--- src/rtl/correlator_sweep_pkg.sv ---
// Shared defaults and FSM state encoding for the XOR offset-sweep correlator.
package correlator_sweep_pkg;

   localparam int DEF_LINE_W  = 128;
   localparam int DEF_WIN_W   = 96;
   localparam int DEF_WIN_H   = 64;
   localparam int DEF_Y_RANGE = 32;
   localparam int DEF_ADDR_W  = 10;

   typedef enum logic [2:0] {
      S_IDLE = 3'd0,
      S_RD_P = 3'd1,
      S_RD_C = 3'd2,
      S_LD_C = 3'd3,
      S_POP  = 3'd4,
      S_ACC  = 3'd5,
      S_CMP  = 3'd6,
      S_DONE = 3'd7
   } corr_state_e;

endpackage

--- src/rtl/correlator_sweep_popcount_reg.sv ---
// Registered population count of an N-bit vector, one cycle of latency.
module popcount_reg #(
   parameter  int N  = 96,
   localparam int PW = $clog2(N + 1)
) (
   input  logic          clk,
   input  logic          resetn,
   input  logic [N-1:0]  i_data,
   output logic [PW-1:0] o_count
);

   logic [PW-1:0] w_count;
   logic [PW-1:0] r_count;

   // Adder chain over all input bits.
   always_comb begin
      w_count = '0;
      for (int i = 0; i < N; i++) begin
         w_count = w_count + PW'(i_data[i]);
      end
   end

   // Output register.
   always_ff @(posedge clk or negedge resetn) begin
      if (!resetn) begin
         r_count <= '0;
      end else begin
         r_count <= w_count;
      end
   end

   assign o_count = r_count;

endmodule

--- src/rtl/correlator_sweep.sv ---
// Sweeps a rectangle of (x, y) offsets between two frames held in a 1-cycle BRAM,
// accumulating the XOR popcount per offset and tracking the minimum-sum offset.
module correlator_sweep
   import correlator_sweep_pkg::*;
#(
   parameter  int LINE_W    = DEF_LINE_W,
   parameter  int WIN_W     = DEF_WIN_W,
   parameter  int WIN_H     = DEF_WIN_H,
   parameter  int Y_RANGE   = DEF_Y_RANGE,
   parameter  int ADDR_W    = DEF_ADDR_W,
   localparam int OFF_RANGE = LINE_W - WIN_W,
   localparam int XW        = $clog2(OFF_RANGE + 1),
   localparam int YW        = $clog2(Y_RANGE + 1),
   localparam int SUM_W     = $clog2(WIN_W * WIN_H + 1)
) (
   input  logic              clk,
   input  logic              resetn,
   input  logic              go,
   input  logic              abort,
   input  logic [XW-1:0]     x_min,
   input  logic [XW-1:0]     x_max,
   input  logic [YW-1:0]     y_min,
   input  logic [YW-1:0]     y_max,
   input  logic [ADDR_W-1:0] curr_base,
   input  logic [ADDR_W-1:0] prev_base,
   output logic [ADDR_W-1:0] bram_addr,
   output logic              bram_en,
   input  logic [LINE_W-1:0] bram_data,
   output logic              res_valid,
   output logic [SUM_W-1:0]  res_sum,
   output logic [XW-1:0]     res_x,
   output logic [YW-1:0]     res_y,
   output logic [SUM_W-1:0]  best_sum,
   output logic [XW-1:0]     best_x,
   output logic [YW-1:0]     best_y,
   output logic              done,
   output logic              err
);

   localparam int Y_CENTER = Y_RANGE / 2;
   localparam int LW       = $clog2(WIN_H + 1);
   localparam int PW       = $clog2(WIN_W + 1);

   corr_state_e       r_state;
   corr_state_e       w_next;
   logic [XW-1:0]     r_x_min;
   logic [XW-1:0]     r_x_max;
   logic [YW-1:0]     r_y_max;
   logic [ADDR_W-1:0] r_curr_base;
   logic [ADDR_W-1:0] r_prev_base;
   logic [XW-1:0]     r_x;
   logic [YW-1:0]     r_y;
   logic [LW-1:0]     r_line;
   logic [SUM_W-1:0]  r_acc;
   logic [SUM_W-1:0]  r_best_sum;
   logic [XW-1:0]     r_best_x;
   logic [YW-1:0]     r_best_y;
   logic              r_err;
   logic [WIN_W-1:0]  r_prev_win;
   logic [WIN_W-1:0]  r_curr_win;
   logic [WIN_W-1:0]  w_curr_sel;
   logic [PW-1:0]     w_pop;
   logic              w_illegal;
   logic              w_last_line;
   logic              w_last_x;
   logic              w_last_off;

   // Shifting right by (OFF_RANGE - x) is the same slice as [LINE_W-1-x -: WIN_W].
   assign w_curr_sel  = WIN_W'(bram_data >> (XW'(OFF_RANGE) - r_x));
   assign w_illegal   = (x_min > x_max) || (y_min > y_max) ||
                        (x_max > XW'(OFF_RANGE)) || (y_max > YW'(Y_RANGE));
   assign w_last_line = (r_line == LW'(WIN_H - 1));
   assign w_last_x    = (r_x == r_x_max);
   assign w_last_off  = w_last_x && (r_y == r_y_max);

   popcount_reg #(.N(WIN_W)) u_pop (
      .clk     (clk),
      .resetn  (resetn),
      .i_data  (r_prev_win ^ r_curr_win),
      .o_count (w_pop)
   );

   // State register.
   always_ff @(posedge clk or negedge resetn) begin
      if (!resetn) begin
         r_state <= S_IDLE;
      end else begin
         r_state <= w_next;
      end
   end

   // Next-state decode plus BRAM and status strobes; abort overrides everything.
   always_comb begin
      w_next    = r_state;
      bram_en   = 1'b0;
      bram_addr = '0;
      res_valid = 1'b0;
      done      = 1'b0;
      case (r_state)
         S_IDLE: begin
            if (go) begin
               w_next = w_illegal ? S_DONE : S_RD_P;
            end else begin
               w_next = S_IDLE;
            end
         end
         S_RD_P: begin
            bram_en   = 1'b1;
            bram_addr = r_prev_base + ADDR_W'(Y_CENTER) + ADDR_W'(r_line);
            w_next    = S_RD_C;
         end
         S_RD_C: begin
            bram_en   = 1'b1;
            bram_addr = r_curr_base + ADDR_W'(r_y) + ADDR_W'(r_line);
            w_next    = S_LD_C;
         end
         S_LD_C:  w_next = S_POP;
         S_POP:   w_next = S_ACC;
         S_ACC:   w_next = w_last_line ? S_CMP : S_RD_P;
         S_CMP: begin
            res_valid = 1'b1;
            w_next    = w_last_off ? S_DONE : S_RD_P;
         end
         S_DONE: begin
            done   = 1'b1;
            w_next = go ? S_DONE : S_IDLE;
         end
         default: w_next = S_IDLE;
      endcase
      if (abort) begin
         w_next    = S_IDLE;
         res_valid = 1'b0;
         done      = 1'b0;
      end
   end

   // Datapath: config latch, window capture, accumulation and best tracking.
   always_ff @(posedge clk or negedge resetn) begin
      if (!resetn) begin
         r_x_min     <= '0;
         r_x_max     <= '0;
         r_y_max     <= '0;
         r_curr_base <= '0;
         r_prev_base <= '0;
         r_x         <= '0;
         r_y         <= '0;
         r_line      <= '0;
         r_acc       <= '0;
         r_best_sum  <= '0;
         r_best_x    <= '0;
         r_best_y    <= '0;
         r_err       <= 1'b0;
         r_prev_win  <= '0;
         r_curr_win  <= '0;
      end else begin
         case (r_state)
            S_IDLE: begin
               if (go && !abort) begin
                  r_x_min     <= x_min;
                  r_x_max     <= x_max;
                  r_y_max     <= y_max;
                  r_curr_base <= curr_base;
                  r_prev_base <= prev_base;
                  r_x         <= x_min;
                  r_y         <= y_min;
                  r_line      <= '0;
                  r_acc       <= '0;
                  r_best_sum  <= '1;
                  r_best_x    <= x_min;
                  r_best_y    <= y_min;
                  r_err       <= w_illegal;
               end
            end
            S_RD_C: r_prev_win <= bram_data[LINE_W-1-OFF_RANGE/2 -: WIN_W];
            S_LD_C: r_curr_win <= w_curr_sel;
            S_ACC: begin
               r_acc  <= r_acc + SUM_W'(w_pop);
               r_line <= w_last_line ? '0 : r_line + LW'(1);
            end
            S_CMP: begin
               if (!abort) begin
                  // Strict compare keeps the earliest offset on ties.
                  if (r_acc < r_best_sum) begin
                     r_best_sum <= r_acc;
                     r_best_x   <= r_x;
                     r_best_y   <= r_y;
                  end
                  r_acc <= '0;
                  if (!w_last_off) begin
                     if (w_last_x) begin
                        r_x <= r_x_min;
                        r_y <= r_y + YW'(1);
                     end else begin
                        r_x <= r_x + XW'(1);
                     end
                  end
               end
            end
            default: r_acc <= r_acc;
         endcase
      end
   end

   assign res_sum  = r_acc;
   assign res_x    = r_x;
   assign res_y    = r_y;
   assign best_sum = r_best_sum;
   assign best_x   = r_best_x;
   assign best_y   = r_best_y;
   assign err      = r_err;

endmodule

--- config.mk ---
export PLATFORM = sky130hd
export DESIGN_NAME = correlator_sweep
export DESIGN_NICKNAME = d
export VERILOG_FILES = /design/src/rtl/correlator_sweep_pkg.sv /design/src/rtl/correlator_sweep_popcount_reg.sv /design/src/rtl/correlator_sweep.sv
export SDC_FILE = /design/constraint.sdc
export NUM_CORES = 1
export LEC_CHECK = 0
export CORE_UTILIZATION = 40
export CTS_CLUSTER_SIZE = 8
export DETAILED_ROUTE_END_ITERATION = 7
export PLACE_DENSITY = 0.6
export SLEW_MARGIN = 20
export SYNTH_ARGS = -nofsm -noshare
export SYNTH_HDL_FRONTEND = slang
export SYNTH_SLANG_ARGS = --single-unit
export TNS_END_PERCENT = 20
--- constraint.sdc ---
create_clock -name clk -period 21.2 [get_ports clk]
set_input_delay 6.36 -clock clk [delete_from_list [all_inputs] [get_ports clk]]
set_output_delay 6.36 -clock clk [all_outputs]
set_load 0.05 [all_outputs]
==> flow_summary_export.csv <==
group,metric,value,unit
outcome,status,"completed",
grt,grt_max_degree,111,
timing,period_minus_slack,14.57,ns
final_layout,final_area,28600,um^2
worst_setup_path,critical-path-top-delay-family,"buffers and inverters",
logic_synthesis,synth.avg_cell_area,9.38,um^2
timing,slew_viol_final,0,
worst_setup_path,slowest_delay,0.85,ns
clock_tree,hold_buffers,0,
drt,ant_nets,0,
logic_synthesis,syn_inst,2607,
place,place_congestion,0.948,
logic_synthesis,synth.most_common_cell,"nand2_1",
worst_setup_path,cpMostUsedCell,"clkdlybuf4s50_1",
logic_synthesis,ys_ff_latch,298,
final_layout,drive_gt1_share,10.8,%
logic_synthesis,ys_seq_area_share,30.5,%
place,dp_cells,3491,
clock_tree,cts_root_buf,"clkbuf_16",
timing,relSlewSlack,26.3,%
timing,max_freq,68.6,MHz
worst_setup_path,worst_path_max_delay_cell,"clkdlybuf4s50_1",
place,placed_area,27400,um^2
logic_synthesis,yosysWarnings,0,
clock_tree,cts_inserted_buffers,43,
logic_synthesis,syn_area,24400,um^2
clock_tree,cts.reportedPaths.clkPinSlew,0.05,ns
timing,fin_skew,0.0211,ns
timing,fin_setup_tns,0,ns
drt,wire_per_inst,26.1,um
worst_setup_path,cp_max_fo,10,
floorplanning,dieWidth,249,um
logic_synthesis,yosysTopAreaCell,"dfrtp_1",
grt,grt_first_pass_wirelength,140,mm
grt,antenna_found_initial,9,
floorplanning,coreArea,60400,um^2
final_layout,nNetsFinal,3101,
grt,grt_util_met2,46.6,%
drt,viasPerCell,6.03,
timing,worst_pin_slew,1.10,ns
worst_hold_path,holdCritPathClass,"reg -> reg",
grt,track_usage,29.8,%
logic_synthesis,synth_top_area_share,30.5,%
grt,grt_pass1_vias,21355,
grt,grt_util_met1,41.9,%
drt,vias,21412,
floorplanning,die_h,249,um
logic_synthesis,ys_types,73,
drt,drt-initial-drc-count,2343,
worst_setup_path,path_buf_inv,2,
final_layout,fin_util,47.4,%
timing,setup_viol_count_final,0,
worst_setup_path,start_kind,"input pin",
final_layout,fin_cells,3550,
worst_setup_path,critPathArrivalTime,8.21,ns
floorplanning,start_util,40.5,%
clock_tree,post_cts_resized,0,
drt,drtPass1Iterations,7,
worst_setup_path,critPathKind,"in -> out",
logic_synthesis,syn_nets,2953,
grt,grt_busiest_layer,"met2",
grt,grt-ovfl-total,0,
drt,drc_errors,0,
worst_setup_path,crit_chain,"clkdlybuf4s50_1 -> nor3_1 -> clkdlybuf4s50_1",
place,port_buffers,239,
timing,rsz0062_at_grt,"false",
place,dpl.hpwl,70.2,mm
logic_synthesis,ys_async_sr_fraction,100,%
logic_synthesis,synth_edf_count,0,
clock_tree,htreeDepth,2,
grt,use_met3,4.29,%
timing,finalHoldViolations,0,
worst_setup_path,end_kind,"output port",
run,drv_cap,0,
floorplanning,std_cell_rows,90,
logic_synthesis,synthTopCellsByArea,"dfrtp_1, mux4_2, nand2_1, fa_1, mux2i_1",
clock_tree,clock_path_buffers,3,
floorplanning,dieArea,62100,um^2
worst_setup_path,required,14.84,ns
timing,timing.final.crit_share,68.7,%
floorplanning,ioPinCount,240,
clock_tree,cts.sinks,298,
logic_synthesis,synth_common_cells,"nand2_1, dfrtp_1, nor2_1",
clock_tree,cts_tree,"built",
logic_synthesis,ys.flop_type,"dfrtp_1",
clock_tree,cts_setup_buffers,0,
clock_tree,clkLatencyLatePin,0.59,ns
final_layout,area_growth,17.1,%
drt,wirelength,92.7,mm
## cells in the final DEF (no fill, tap or decap), drive strengths merged, types with 30 or more instances in the layout
master         netlist  layout
nand2              599     599
dfrtp              298     298
clkdlybuf4s50        0     238
nor2               162     162
mux2i              144     144
inv                128     129
o21ai              106     106
mux4               104     104
a21oi              102     102
fa                  94      94
mux2                82      82
ha                  76      76
xnor2               76      76
xor2                71      71
o221ai              48      48
clkbuf              85      45
buf                 86      36
o211ai              30      30
## flip-flops by register name (all words and copies together) (netlist names)
register       count
r_curr_base       10
r_line             7
best_x             6
r_curr_win        96
r_prev_win        96
best_y             6
err                1
r_prev_base       10
u_pop.o_count      7
r_x_min            6
r_x_max            6
r_y_max            6
res_sum           13
res_y              6
r_state            3
res_x              6
best_sum          13
## worst paths after layout
| path | start | depth (start not counted) | to | slack [ns] |
|---|---|---|---|---|
| setup / recovery | abort | 3 | done | 6.63 |
| hold / removal | r_prev_win[61] | 2 | r_prev_win[61] | 0.50 |
| setup reg to reg | r_curr_win[78] | 26 | u_pop.o_count[6] | 13.83 |
| hold reg to reg | r_prev_win[61] | 2 | r_prev_win[61] | 0.50 |
| max in group asynchronous | resetn | 4 | r_curr_win[61] | 13.22 |
| min in group asynchronous | resetn | 1 | r_prev_win[33] | 5.82 |
## kinds of logic after synthesis
| family | synth area share [%] |
|---|---|
| simple gates | 14.2 |
| mux | 19.3 |
| fa+ha+maj | 11.6 |
| compound gates | 13.9 |
| flops | 30.5 |
| xor+xnor | 5.33 |
| buf+inv | 5.25 |
## cell type report
type / count / area (um^2)
Timing Repair Buffer: 274 / 2690
Sequential cell: 298 / 7460
Inverter: 129 / 484
Clock inverter: 4 / 62.6
Antenna cell: 9 / 22.5
Multi-Input combinational cell: 2009 / 15800
Tap cell: 782 / 978
Clock buffer: 45 / 1080
Fill cell: 5829 / 31700
## worst register-to-register path: stages, from the launching register on
cell and delay, ns:
dfrtp_1 0.44, xnor2_1 0.16, fa_1 0.48, inv_1 0.06, fa_1 0.54, inv_1 0.10, fa_1 0.57, inv_1 0.08
fa_1 0.51, inv_1 0.09, fa_1 0.47, fa_1 0.51, inv_1 0.06, fa_1 0.54, inv_1 0.05, fa_1 0.47
inv_1 0.05, fa_1 0.47, inv_1 0.05, fa_1 0.41, fa_1 0.47, nor2b_1 0.12, o21ai_0 0.09, nand2b_1 0.12
a21o_1 0.13, a21oi_1 0.08, xnor2_1 0.12
## through the flow
| step | hold slack (ns) | setup WS (ns) |
|---|---|---|
| 2_1_floorplan | 0.465 | 7.20 |
| 3_3_place_gp | 0.482 | 6.69 |
| 3_5_place_dp | 0.484 | 6.67 |
| 4_1_cts | 0.497 | 6.67 |
| 5_1_grt | 0.518 | 6.59 |
| 6_report | 0.496 | 6.63 |
## per-layer routing
| layer | wire length [um] | vias up |
|---|---|---|
| li1 | - | 9487 |
| met1 | 39900 | 10888 |
| met2 | 43100 | 884 |
| met3 | 6280 | 153 |
| met4 | 3460 | 0 |
| met5 | 0 | - |
Power is left out: the tool's default activity adds up to more than one toggle a clock period on the data nets, which glitch-free logic cannot reach.
